**config.mk**
```make
export PLATFORM = sky130hd
export DESIGN_NAME = buyruk_onbellek_denetleyici_flat
export DESIGN_NICKNAME = d
export VERILOG_FILES = /design/src/rtl/buyruk_onbellek_denetleyici_if.sv /design/src/rtl/buyruk_onbellek_denetleyici.sv /design/src/flat_wrapper.sv
export SDC_FILE = /design/constraint.sdc
export NUM_CORES = 1
export LEC_CHECK = 0
export CAP_MARGIN = 20
export CELL_PAD_IN_SITES_DETAIL_PLACEMENT = 0
export CELL_PAD_IN_SITES_GLOBAL_PLACEMENT = 1
export CORE_UTILIZATION = 35
export CTS_BUF_LIST = sky130_fd_sc_hd__clkbuf_8
export CTS_CLUSTER_DIAMETER = 30
export DETAILED_ROUTE_END_ITERATION = 8
export PLACE_DENSITY = 0.86
export SLEW_MARGIN = 20
export SYNTH_ARGS = -nofsm -noshare
export SYNTH_HDL_FRONTEND = slang
export SYNTH_SLANG_ARGS = --single-unit
export TNS_END_PERCENT = 5
```
**constraint.sdc**
```tcl
create_clock -name clk_i -period 2.65 [get_ports clk_i]
set_clock_uncertainty 0.05 [all_clocks]
set_input_delay 0.53 -clock clk_i [delete_from_list [all_inputs] [get_ports clk_i]]
set_output_delay 0.53 -clock clk_i [all_outputs]
set_load 0.02 [all_outputs]
```
**src/rtl/buyruk_onbellek_denetleyici_if.sv**
```systemverilog
// buyruk_onbellek_denetleyici_if: fetch, cache and memory bus of the instruction cache controller
interface buyruk_onbellek_denetleyici_if;
  logic         getir_istek_i;
  logic [31:0]  getir_adres_i;
  logic         getir_hazir_o;
  logic         iptal_i;
  logic [31:0]  buyruk_o;
  logic         buyruk_gecerli_o;
  logic [31:0]  onbellek_adres_o;
  logic         onbellek_oku_o;
  logic         onbellek_bulundu_i;
  logic [31:0]  onbellek_buyruk_i;
  logic         onbellek_yaz_o;
  logic [127:0] onbellek_obek_o;
  logic         bellek_istek_o;
  logic [31:0]  bellek_adres_o;
  logic         bellek_kabul_i;
  logic [127:0] bellek_obek_i;
  logic         bellek_obek_gecerli_i;
  logic         bellek_hata_o;
  modport master (
    input  getir_istek_i, getir_adres_i, iptal_i, onbellek_bulundu_i, onbellek_buyruk_i,
           bellek_kabul_i, bellek_obek_i, bellek_obek_gecerli_i,
    output getir_hazir_o, buyruk_o, buyruk_gecerli_o, onbellek_adres_o, onbellek_oku_o,
           onbellek_yaz_o, onbellek_obek_o, bellek_istek_o, bellek_adres_o, bellek_hata_o
  );
  modport slave (
    output getir_istek_i, getir_adres_i, iptal_i, onbellek_bulundu_i, onbellek_buyruk_i,
           bellek_kabul_i, bellek_obek_i, bellek_obek_gecerli_i,
    input  getir_hazir_o, buyruk_o, buyruk_gecerli_o, onbellek_adres_o, onbellek_oku_o,
           onbellek_yaz_o, onbellek_obek_o, bellek_istek_o, bellek_adres_o, bellek_hata_o
  );
endinterface

```
**src/rtl/buyruk_onbellek_denetleyici.sv**
```systemverilog
// buyruk_onbellek_denetleyici: instruction cache controller with block fill and memory timeout
// BASARIM_SAYAC_EN adds the isabet_sayac_o / iska_sayac_o hit and miss counters
module buyruk_onbellek_denetleyici #(
  parameter int ZAMAN_ASIMI = 255
) (
  input  logic        clk_i,
  input  logic        rst_i,
`ifdef BASARIM_SAYAC_EN
  output logic [31:0] isabet_sayac_o,
  output logic [31:0] iska_sayac_o,
`endif
  buyruk_onbellek_denetleyici_if.master b
);
  typedef enum logic [2:0] {BOSTA, ARA, KONTROL, ISTE, BEKLE, YAZ} durum_t;
  durum_t      durum;
  logic [7:0]  sayac;
  logic        iptal_bayrak;
  logic        yanit_bekliyor;
  logic [31:0] secili;
  always_comb secili = b.bellek_obek_i[{b.onbellek_adres_o[3:2], 5'd0} +: 32];
  always_ff @(posedge clk_i or negedge rst_i)
    if (!rst_i) begin
      durum                <= BOSTA;
      sayac                <= '0;
      iptal_bayrak         <= 1'b0;
      yanit_bekliyor       <= 1'b0;
      b.getir_hazir_o      <= 1'b0;
      b.buyruk_o           <= '0;
      b.buyruk_gecerli_o   <= 1'b0;
      b.onbellek_adres_o   <= '0;
      b.onbellek_oku_o     <= 1'b0;
      b.onbellek_yaz_o     <= 1'b0;
      b.onbellek_obek_o    <= '0;
      b.bellek_istek_o     <= 1'b0;
      b.bellek_adres_o     <= '0;
      b.bellek_hata_o      <= 1'b0;
    end else begin
      b.onbellek_oku_o   <= 1'b0;
      b.onbellek_yaz_o   <= 1'b0;
      b.bellek_hata_o    <= 1'b0;
      // a hit answers one cycle after KONTROL; a redirect in that cycle still drops it
      b.buyruk_gecerli_o <= yanit_bekliyor && !b.iptal_i;
      yanit_bekliyor     <= 1'b0;
      case (durum)
        BOSTA:
          if (b.getir_hazir_o && b.getir_istek_i && !b.iptal_i) begin
            b.onbellek_adres_o <= b.getir_adres_i;
            b.onbellek_oku_o   <= 1'b1;
            b.getir_hazir_o    <= 1'b0;
            durum              <= ARA;
          end else b.getir_hazir_o <= 1'b1;
        ARA:
          if (b.iptal_i) begin
            b.getir_hazir_o <= 1'b1;
            durum           <= BOSTA;
          end else durum <= KONTROL;
        KONTROL:
          if (b.iptal_i || b.onbellek_bulundu_i) begin
            b.buyruk_o      <= b.onbellek_buyruk_i;
            yanit_bekliyor  <= !b.iptal_i;
            b.getir_hazir_o <= 1'b1;
            durum           <= BOSTA;
          end else begin
            b.bellek_istek_o <= 1'b1;
            b.bellek_adres_o <= {b.onbellek_adres_o[31:4], 4'b0};
            durum            <= ISTE;
          end
        ISTE:
          if (b.bellek_kabul_i) begin
            b.bellek_istek_o <= 1'b0;
            sayac            <= '0;
            iptal_bayrak     <= b.iptal_i;
            durum            <= BEKLE;
          end else if (b.iptal_i) begin
            b.bellek_istek_o <= 1'b0;
            b.getir_hazir_o  <= 1'b1;
            durum            <= BOSTA;
          end
        BEKLE:
          if (b.bellek_obek_gecerli_i) begin
            b.onbellek_yaz_o   <= 1'b1;
            b.onbellek_obek_o  <= b.bellek_obek_i;
            b.buyruk_o         <= secili;
            b.buyruk_gecerli_o <= !(iptal_bayrak || b.iptal_i);
            durum              <= YAZ;
          end else if (sayac == 8'(ZAMAN_ASIMI - 1)) begin
            b.bellek_hata_o <= 1'b1;
            b.getir_hazir_o <= 1'b1;
            iptal_bayrak    <= 1'b0;
            durum           <= BOSTA;
          end else begin
            sayac        <= (&sayac) ? sayac : sayac + 8'd1;
            iptal_bayrak <= iptal_bayrak || b.iptal_i;
          end
        YAZ: begin
          b.getir_hazir_o <= 1'b1;
          iptal_bayrak    <= 1'b0;
          durum           <= BOSTA;
        end
        default: durum <= BOSTA;
      endcase
    end
`ifdef BASARIM_SAYAC_EN
  always_ff @(posedge clk_i or negedge rst_i)
    if (!rst_i) begin
      isabet_sayac_o <= '0;
      iska_sayac_o   <= '0;
    end else if (durum == KONTROL && !b.iptal_i) begin
      if (b.onbellek_bulundu_i) isabet_sayac_o <= isabet_sayac_o + 32'd1;
      else iska_sayac_o <= iska_sayac_o + 32'd1;
    end
`endif
endmodule

```
**src/flat_wrapper.sv**
```systemverilog
// flat-port wrapper written by rule: the top's interface ports become plain ports
module buyruk_onbellek_denetleyici_flat 
#(
  parameter int ZAMAN_ASIMI = 255
)
  (clk_i, rst_i, b_getir_istek_i, b_getir_adres_i, b_iptal_i, b_onbellek_bulundu_i, b_onbellek_buyruk_i, b_bellek_kabul_i, b_bellek_obek_i, b_bellek_obek_gecerli_i, b_getir_hazir_o, b_buyruk_o, b_buyruk_gecerli_o, b_onbellek_adres_o, b_onbellek_oku_o, b_onbellek_yaz_o, b_onbellek_obek_o, b_bellek_istek_o, b_bellek_adres_o, b_bellek_hata_o);
  buyruk_onbellek_denetleyici_if b_i ();
  input  logic clk_i;
  input  logic rst_i;
  input wire logic [$bits(b_i.getir_istek_i)-1:0] b_getir_istek_i;
  input wire logic [$bits(b_i.getir_adres_i)-1:0] b_getir_adres_i;
  input wire logic [$bits(b_i.iptal_i)-1:0] b_iptal_i;
  input wire logic [$bits(b_i.onbellek_bulundu_i)-1:0] b_onbellek_bulundu_i;
  input wire logic [$bits(b_i.onbellek_buyruk_i)-1:0] b_onbellek_buyruk_i;
  input wire logic [$bits(b_i.bellek_kabul_i)-1:0] b_bellek_kabul_i;
  input wire logic [$bits(b_i.bellek_obek_i)-1:0] b_bellek_obek_i;
  input wire logic [$bits(b_i.bellek_obek_gecerli_i)-1:0] b_bellek_obek_gecerli_i;
  output wire logic [$bits(b_i.getir_hazir_o)-1:0] b_getir_hazir_o;
  output wire logic [$bits(b_i.buyruk_o)-1:0] b_buyruk_o;
  output wire logic [$bits(b_i.buyruk_gecerli_o)-1:0] b_buyruk_gecerli_o;
  output wire logic [$bits(b_i.onbellek_adres_o)-1:0] b_onbellek_adres_o;
  output wire logic [$bits(b_i.onbellek_oku_o)-1:0] b_onbellek_oku_o;
  output wire logic [$bits(b_i.onbellek_yaz_o)-1:0] b_onbellek_yaz_o;
  output wire logic [$bits(b_i.onbellek_obek_o)-1:0] b_onbellek_obek_o;
  output wire logic [$bits(b_i.bellek_istek_o)-1:0] b_bellek_istek_o;
  output wire logic [$bits(b_i.bellek_adres_o)-1:0] b_bellek_adres_o;
  output wire logic [$bits(b_i.bellek_hata_o)-1:0] b_bellek_hata_o;
  assign b_i.getir_istek_i = b_getir_istek_i;
  assign b_i.getir_adres_i = b_getir_adres_i;
  assign b_i.iptal_i = b_iptal_i;
  assign b_i.onbellek_bulundu_i = b_onbellek_bulundu_i;
  assign b_i.onbellek_buyruk_i = b_onbellek_buyruk_i;
  assign b_i.bellek_kabul_i = b_bellek_kabul_i;
  assign b_i.bellek_obek_i = b_bellek_obek_i;
  assign b_i.bellek_obek_gecerli_i = b_bellek_obek_gecerli_i;
  assign b_getir_hazir_o = b_i.getir_hazir_o;
  assign b_buyruk_o = b_i.buyruk_o;
  assign b_buyruk_gecerli_o = b_i.buyruk_gecerli_o;
  assign b_onbellek_adres_o = b_i.onbellek_adres_o;
  assign b_onbellek_oku_o = b_i.onbellek_oku_o;
  assign b_onbellek_yaz_o = b_i.onbellek_yaz_o;
  assign b_onbellek_obek_o = b_i.onbellek_obek_o;
  assign b_bellek_istek_o = b_i.bellek_istek_o;
  assign b_bellek_adres_o = b_i.bellek_adres_o;
  assign b_bellek_hata_o = b_i.bellek_hata_o;
  buyruk_onbellek_denetleyici #(.ZAMAN_ASIMI(ZAMAN_ASIMI)) u_core (.clk_i(clk_i), .rst_i(rst_i), .b(b_i));
endmodule
```
# ---- Yosys cells after proc, flatten, opt, wreduce, memory -nomap -nowiden
# Index checks and enable logic that the tools add are counted.
dict set report word_totals {
  word_cells 100
  in_bits 199
  ff_bits 239
  out_inout_bits 230
}
dict set report op_classes {
  mux 42
  n_shift 1
  n_reduce_logical 23
  n_eq_ne 18
  bitwise 1
  add_sub_neg 1
}
# operator n
set ops {}
lappend ops {{variable part select 128 x 8 -> 32 bit} 1}
lappend ops {{2-to-1 mux 32 bit} 2}
lappend ops {{one-hot mux 32 bit (2 select lines)} 1}
lappend ops {{2-to-1 mux 8 bit} 4}
lappend ops {{2-to-1 mux 1 bit} 23}
lappend ops {{one-hot mux 8 bit (2 select lines)} 1}
lappend ops {{2-to-1 mux 3 bit} 5}
lappend ops {{one-hot mux 3 bit (5 select lines)} 1}
lappend ops {{!= test 2 bit, second input constant} 7}
lappend ops {{AND reduction 3 bit} 4}
lappend ops {{AND reduction 5 bit} 2}
lappend ops {{adder 8 x 1 -> 8 bit, second input constant} 1}
lappend ops {{equality test 8 bit, second input constant} 1}
lappend ops {{AND reduction 8 bit} 1}
lappend ops {{equality test 3 x 2 -> 1 bit, second input constant} 2}
lappend ops {{equality test 3 bit, second input constant} 2}
lappend ops {{!= test 2 x 1 -> 1 bit, second input constant} 3}
lappend ops {{one-hot mux 1 bit (6 select lines)} 1}
lappend ops {{AND reduction 2 bit} 3}
lappend ops {{nonzero test 2 bit} 3}
lappend ops {{nonzero test 6 bit} 1}
lappend ops {{2-to-1 mux 2 bit} 2}
lappend ops {{equality test 3 x 1 -> 1 bit, second input constant} 1}
lappend ops {{logical AND 1 bit} 3}
lappend ops {{other kinds (9)} 11}

# ---- Longest topological paths before layout
dict set report depth {
  ltp_word 5
  ltp_mapped 7
  ltp_nobuf 6
}

# ---- Least setup slack after synthesis
# No wires, ideal clock.
dict set report synth_path {
  path_kind {register to register}
  start {register u_core.b.onbellek_adres_o[2]}
  end {register u_core.b.buyruk_o[0]}
  period_less_slack_ns 1.993
  path_slack_ns 0.657
  path_stages_with_launch 7
  setup_ns 0.125
  arrival_ns 1.819
  required_ns 2.475
  cell_sequence {dfrtp_1 > buf_2 > buf_2 > mux4_2 > nand2_1 > nand2_1 > mux2_2}
}
dict set report synth_between {
  elab_chain_len 3
}
# item line
set synth_lines {}
lappend synth_lines {{start, declared} buyruk_onbellek_denetleyici_if.sv:24} ;# output getir_hazir_o, buyruk_o, buyruk_gecerli_o, onbellek_adres_o, onbellek_oku_o,
lappend synth_lines {{start signal, assigned} buyruk_onbellek_denetleyici.sv:47} ;# b.onbellek_adres_o <= b.getir_adres_i;
lappend synth_lines {{variable part select 128 x 8 -> 32 bit} buyruk_onbellek_denetleyici.sv:20} ;# always_comb secili = b.bellek_obek_i[{b.onbellek_adres_o[3:2], 5'd0} +: 32];
lappend synth_lines {{2-to-1 mux 32 bit} buyruk_onbellek_denetleyici.sv:80} ;# if (b.bellek_obek_gecerli_i) begin
lappend synth_lines {{one-hot mux 32 bit (2 select lines)} buyruk_onbellek_denetleyici.sv:44} ;# case (durum)
lappend synth_lines {{end signal, assigned} buyruk_onbellek_denetleyici.sv:59} ;# b.buyruk_o <= b.onbellek_buyruk_i;
lappend synth_lines {{end signal, assigned} buyruk_onbellek_denetleyici.sv:83} ;# b.buyruk_o <= secili;
lappend synth_lines {{end, declared} buyruk_onbellek_denetleyici_if.sv:24}
# Every way passes these cells. The select of a mux whose other input is x is not followed.
# A chain may end at the register's enable or synchronous reset.

# ---- Final worst setup path
dict set report layout_path {
  start {register u_core.b.onbellek_adres_o[2]}
  end {output port b_onbellek_adres_o[2]}
}
# item line
set layout_rtl {}
lappend layout_rtl {{end, declared} flat_wrapper.sv:21} ;# output wire logic [$bits(b_i.onbellek_adres_o)-1:0] b_onbellek_adres_o;
# No word-level cell between the ends.

==> summary.md <==
| Metric | Value |
|---|---|
| Crit Path Class | reg2out |
| Commonest cells post-synth | sky130_fd_sc_hd__dfrtp_1 (239), sky130_fd_sc_hd__mux2_2 (144), sky130_fd_sc_hd__nand2_1 (104) |
| Worst min path class | in2async |
| Synthesis-to-finish area growth | 58.8% |
| DR WL/cell | 20.1 µm |
| Kind of start point of the critical path | register |
| Cell area power density | 1260 nW/µm² |
| Number of instances resized during post-cts repair | 0 |
| Final non-filler cell area | 16,500 µm² |
| Total buffers and inverters traversed by the critical path | 1 |
| Floorplan die area | 30,400 µm² |
| Worst Path Required | 2070 ps |
| Filler cell count | 2,390 |
| Worst-skew pair later-pin latency | 580 ps |
| Total CTS buffers | 57 |
| Starting DRT DRC Count | 412 |
| Quantity of I/O buffers inserted on ports | 424 |
| TritonRoute pass-1 iters | 4 |
| Worst slew margin relative to its limit | 64.9% |
| Via count | 7,835 |
| Remaining global-route overflow | 0 |
| HPWL after DPL | 23,900 µm |
| Die boundary height | 174 µm |
| Clock Sink Count | 239 |
| Root buffer selected by CTS | sky130_fd_sc_hd__clkbuf_8 |
| Weighted congestion at the end of routability-driven global placement | 0.840 |
| Max-Cap Viols | 0 |
| Post-route ant nets | 0 |
| Portion of synthesized cell area occupied by the leading cell type | 57.6% |
| Longest individual stage delay on the worst path | 700 ps |
| Detailed-route vias per instance | 4.84 |
| Sequential cell area fraction in the yosys report | 57.6% |
| Flip-flop cell with the highest count after synthesis | sky130_fd_sc_hd__dfrtp_1 |
| Most instantiated library cell after synthesis | sky130_fd_sc_hd__dfrtp_1 |
| Post-synthesis async set-or-reset flop share | 100% |
| Actual slew at the worst max-slew pin | 526 ps |
| Fraction of final layout cells with drive strength greater than 1 | 24.6% |
| Syn_area_per_cell | 14.2 µm² |
| Worst Hold Margin | 424 ps |
| Status | completed |
| Post-layout net count | 1,391 |
| Total power of the final layout | 20.7 mW |
| FF+latch count, synth | 239 |
| Initial Utilization | 35.9% |
| Setup tns final | 0 ps |
| Peak VDD IR | 0.671 mV |
| Overall global routing resource usage | 21.5% |
| Count of cell types in the netlist | 46 |
| Boundary Pins | 429 |
| Die W | 174 µm |
| Count of warnings emitted by yosys | 0 |
| EDFF count, synth | 0 |
| Top area cells in the synthesized netlist | sky130_fd_sc_hd__dfrtp_1 (58%), sky130_fd_sc_hd__mux2_2 (16%), sky130_fd_sc_hd__mux2_1 (8.2%) |
| Count of H-tree levels built during CTS | 2 |
| ANT cells | 0 |
| Global-route wire length before repair | 50,200 µm |
| Instance area at placement | 15,200 µm² |
| Final setup violation count | 0 |
| Critical path arrival | 1900 ps |
| Worst-path maximum fanout | 11 |
| Ordered list of cells on the worst path | clkdlybuf4s50_1 |
| Count of mapped cells out of synthesis | 731 |
| Cell area after technology mapping | 10,400 µm² |
| Antenna violations before repair | 0 |
| Min Tclk post-route | 2480 ps |
| Number of remaining DRC errors | 0 |
| Setup repair after global routing missed its margin | false |
| Leakage | 7.09 nW |
| Standard-cell rows | 62 |
| Number of global-route vias before repair | 8,511 |
| Clock tree from TritonCTS | built |
| Cell family with the largest share of critical-path delay | buffers and inverters |
| Largest net degree at the start of global routing | 68 |
| Sort of element at the end of the critical path | output pin |
| Clock buffer depth | 3 |
| Total count of max-transition violations in the final report | 0 |
| CTS clk-pin slew, worst paths | 60 ps |
| Core Footprint | 28,900 µm² |
| Final worst-path cycle share | 93.6% |
| Maximum clock rate | 403 MHz |
| Final wirelength | 32,600 µm |
| Final hold violation count | 0 |
| Critical path's slowest cell | sky130_fd_sc_hd__clkdlybuf4s50_1 |
| Post-synth top area cell | sky130_fd_sc_hd__dfrtp_1 |
-- layer usage --
| layer | GRT usage, % | wire [µm] | vias up |
|---|---|---|---|
| li1 | - | - | 3553 |
| met1 | 26.5 | 13400 | 3912 |
| met2 | 36.2 | 16200 | 296 |
| met3 | 5.01 | 1880 | 74 |
| met4 | 9.06 | 1180 | 0 |
| met5 | 0 | 0 | - |
-- stage by stage --
step	instances	worst slack (ps)	util (%)
after floorplan	734	657	-
after detailed placement	1514	339	52.5
after global routing	1620	14.8	57.0
after CTS	1620	64.8	57.0
final	1620	171	57.0
after global placement	1514	309	52.5
-- sequential cells by signal, summed over array words and instances, names as in the netlist --
| name | count |
|---|---|
| u_core.b.bellek_adres_o | 28 |
| u_core.b.bellek_hata_o | 1 |
| u_core.b.bellek_istek_o | 1 |
| u_core.b.buyruk_gecerli_o | 1 |
| u_core.b.buyruk_o | 32 |
| u_core.b.getir_hazir_o | 1 |
| u_core.b.onbellek_adres_o | 32 |
| u_core.b.onbellek_obek_o | 128 |
| u_core.b.onbellek_oku_o | 1 |
| u_core.b.onbellek_yaz_o | 1 |
| u_core.durum | 3 |
| u_core.iptal_bayrak | 1 |
| u_core.sayac | 8 |
| u_core.yanit_bekliyor | 1 |
-- power by group --
part	total (mW)	internal, mW	switching, mW
sequential	6.50	5.41	1.09
clock	4.65	2.90	1.76
combinational	9.54	5.04	4.50
-- cell usage in the layout, fill, tap and decap left out, drive strengths merged, types with 3 or more instances in the layout --
| cell | count |
|---|---|
| o21ai | 8 |
| bufinv | 4 |
| mux2 | 220 |
| inv | 17 |
| nand2 | 105 |
| a31oi | 3 |
| nor2 | 7 |
| conb | 4 |
| clkinv | 12 |
| clkdlybuf4s50 | 423 |
| clkbuf | 74 |
| nand3b | 3 |
| a21oi | 9 |
| clkinvlp | 4 |
| mux4 | 32 |
| dfrtp | 239 |
| a41oi | 4 |
| buf | 23 |
| nand4 | 4 |
| nand3 | 10 |
-- final cells by class --
cell class,count,area (µm²),share of cell area [%]
sequential,239,5980,36.3
timing repair buffer,447,4550,27.6
multi-input combinational,439,4170,25.3
clock buffer,74,1020,6.18
tap,384,480,2.92
clock inverter,31,262,1.59
inverter,6,22.5,0.137
-- worst register-to-register path: stages, from the launching register on --
cell and delay [ps]:
sky130_fd_sc_hd__dfrtp_1 530, sky130_fd_sc_hd__or3b_4 610, sky130_fd_sc_hd__buf_4 300, sky130_fd_sc_hd__nand2_1 130, sky130_fd_sc_hd__nand2_1 60, sky130_fd_sc_hd__mux2_2 260
-- logic make-up after synthesis --
kind of cell,count (synthesis),share of synthesized area [%]
mux,252,30.8
flops,239,57.6
simple gates,146,6.32
buf+inv,56,2.64
compound gates,35,2.35
fa+ha+maj,2,0.241
other cells,1,0.0361
-- final timing paths --
path                                                             end                                     start  slack [ps]  cells after the start
hold reg to reg             u_core.b.onbellek_obek_o[60]$_DFFE_PN0P_  u_core.b.onbellek_obek_o[60]$_DFFE_PN0P_         440                      1
setup reg to reg                   u_core.b.buyruk_o[30]$_DFFE_PN0P_               u_core.durum[1]$_DFFE_PN0P_         610                      5
min in group clk_i          u_core.b.onbellek_obek_o[60]$_DFFE_PN0P_  u_core.b.onbellek_obek_o[60]$_DFFE_PN0P_         440                      1
hold / removal             u_core.b.onbellek_obek_o[122]$_DFFE_PN0P_                                     rst_i         420                      2
max in group asynchronous   u_core.b.onbellek_obek_o[40]$_DFFE_PN0P_                                     rst_i        1390                      3
setup / recovery                               b_onbellek_adres_o[2]  u_core.b.onbellek_adres_o[2]$_DFFE_PN0P_         170                      1
-- what timing repair did --
action                                 in CTS  in global routing
setup buffers                               0                  0
hold buffers                                1                  0
endpoints found under the hold margin      45                  0
setup endpoints to repair                   0                  0
Note: power is estimated with default switching activity, not from simulation.
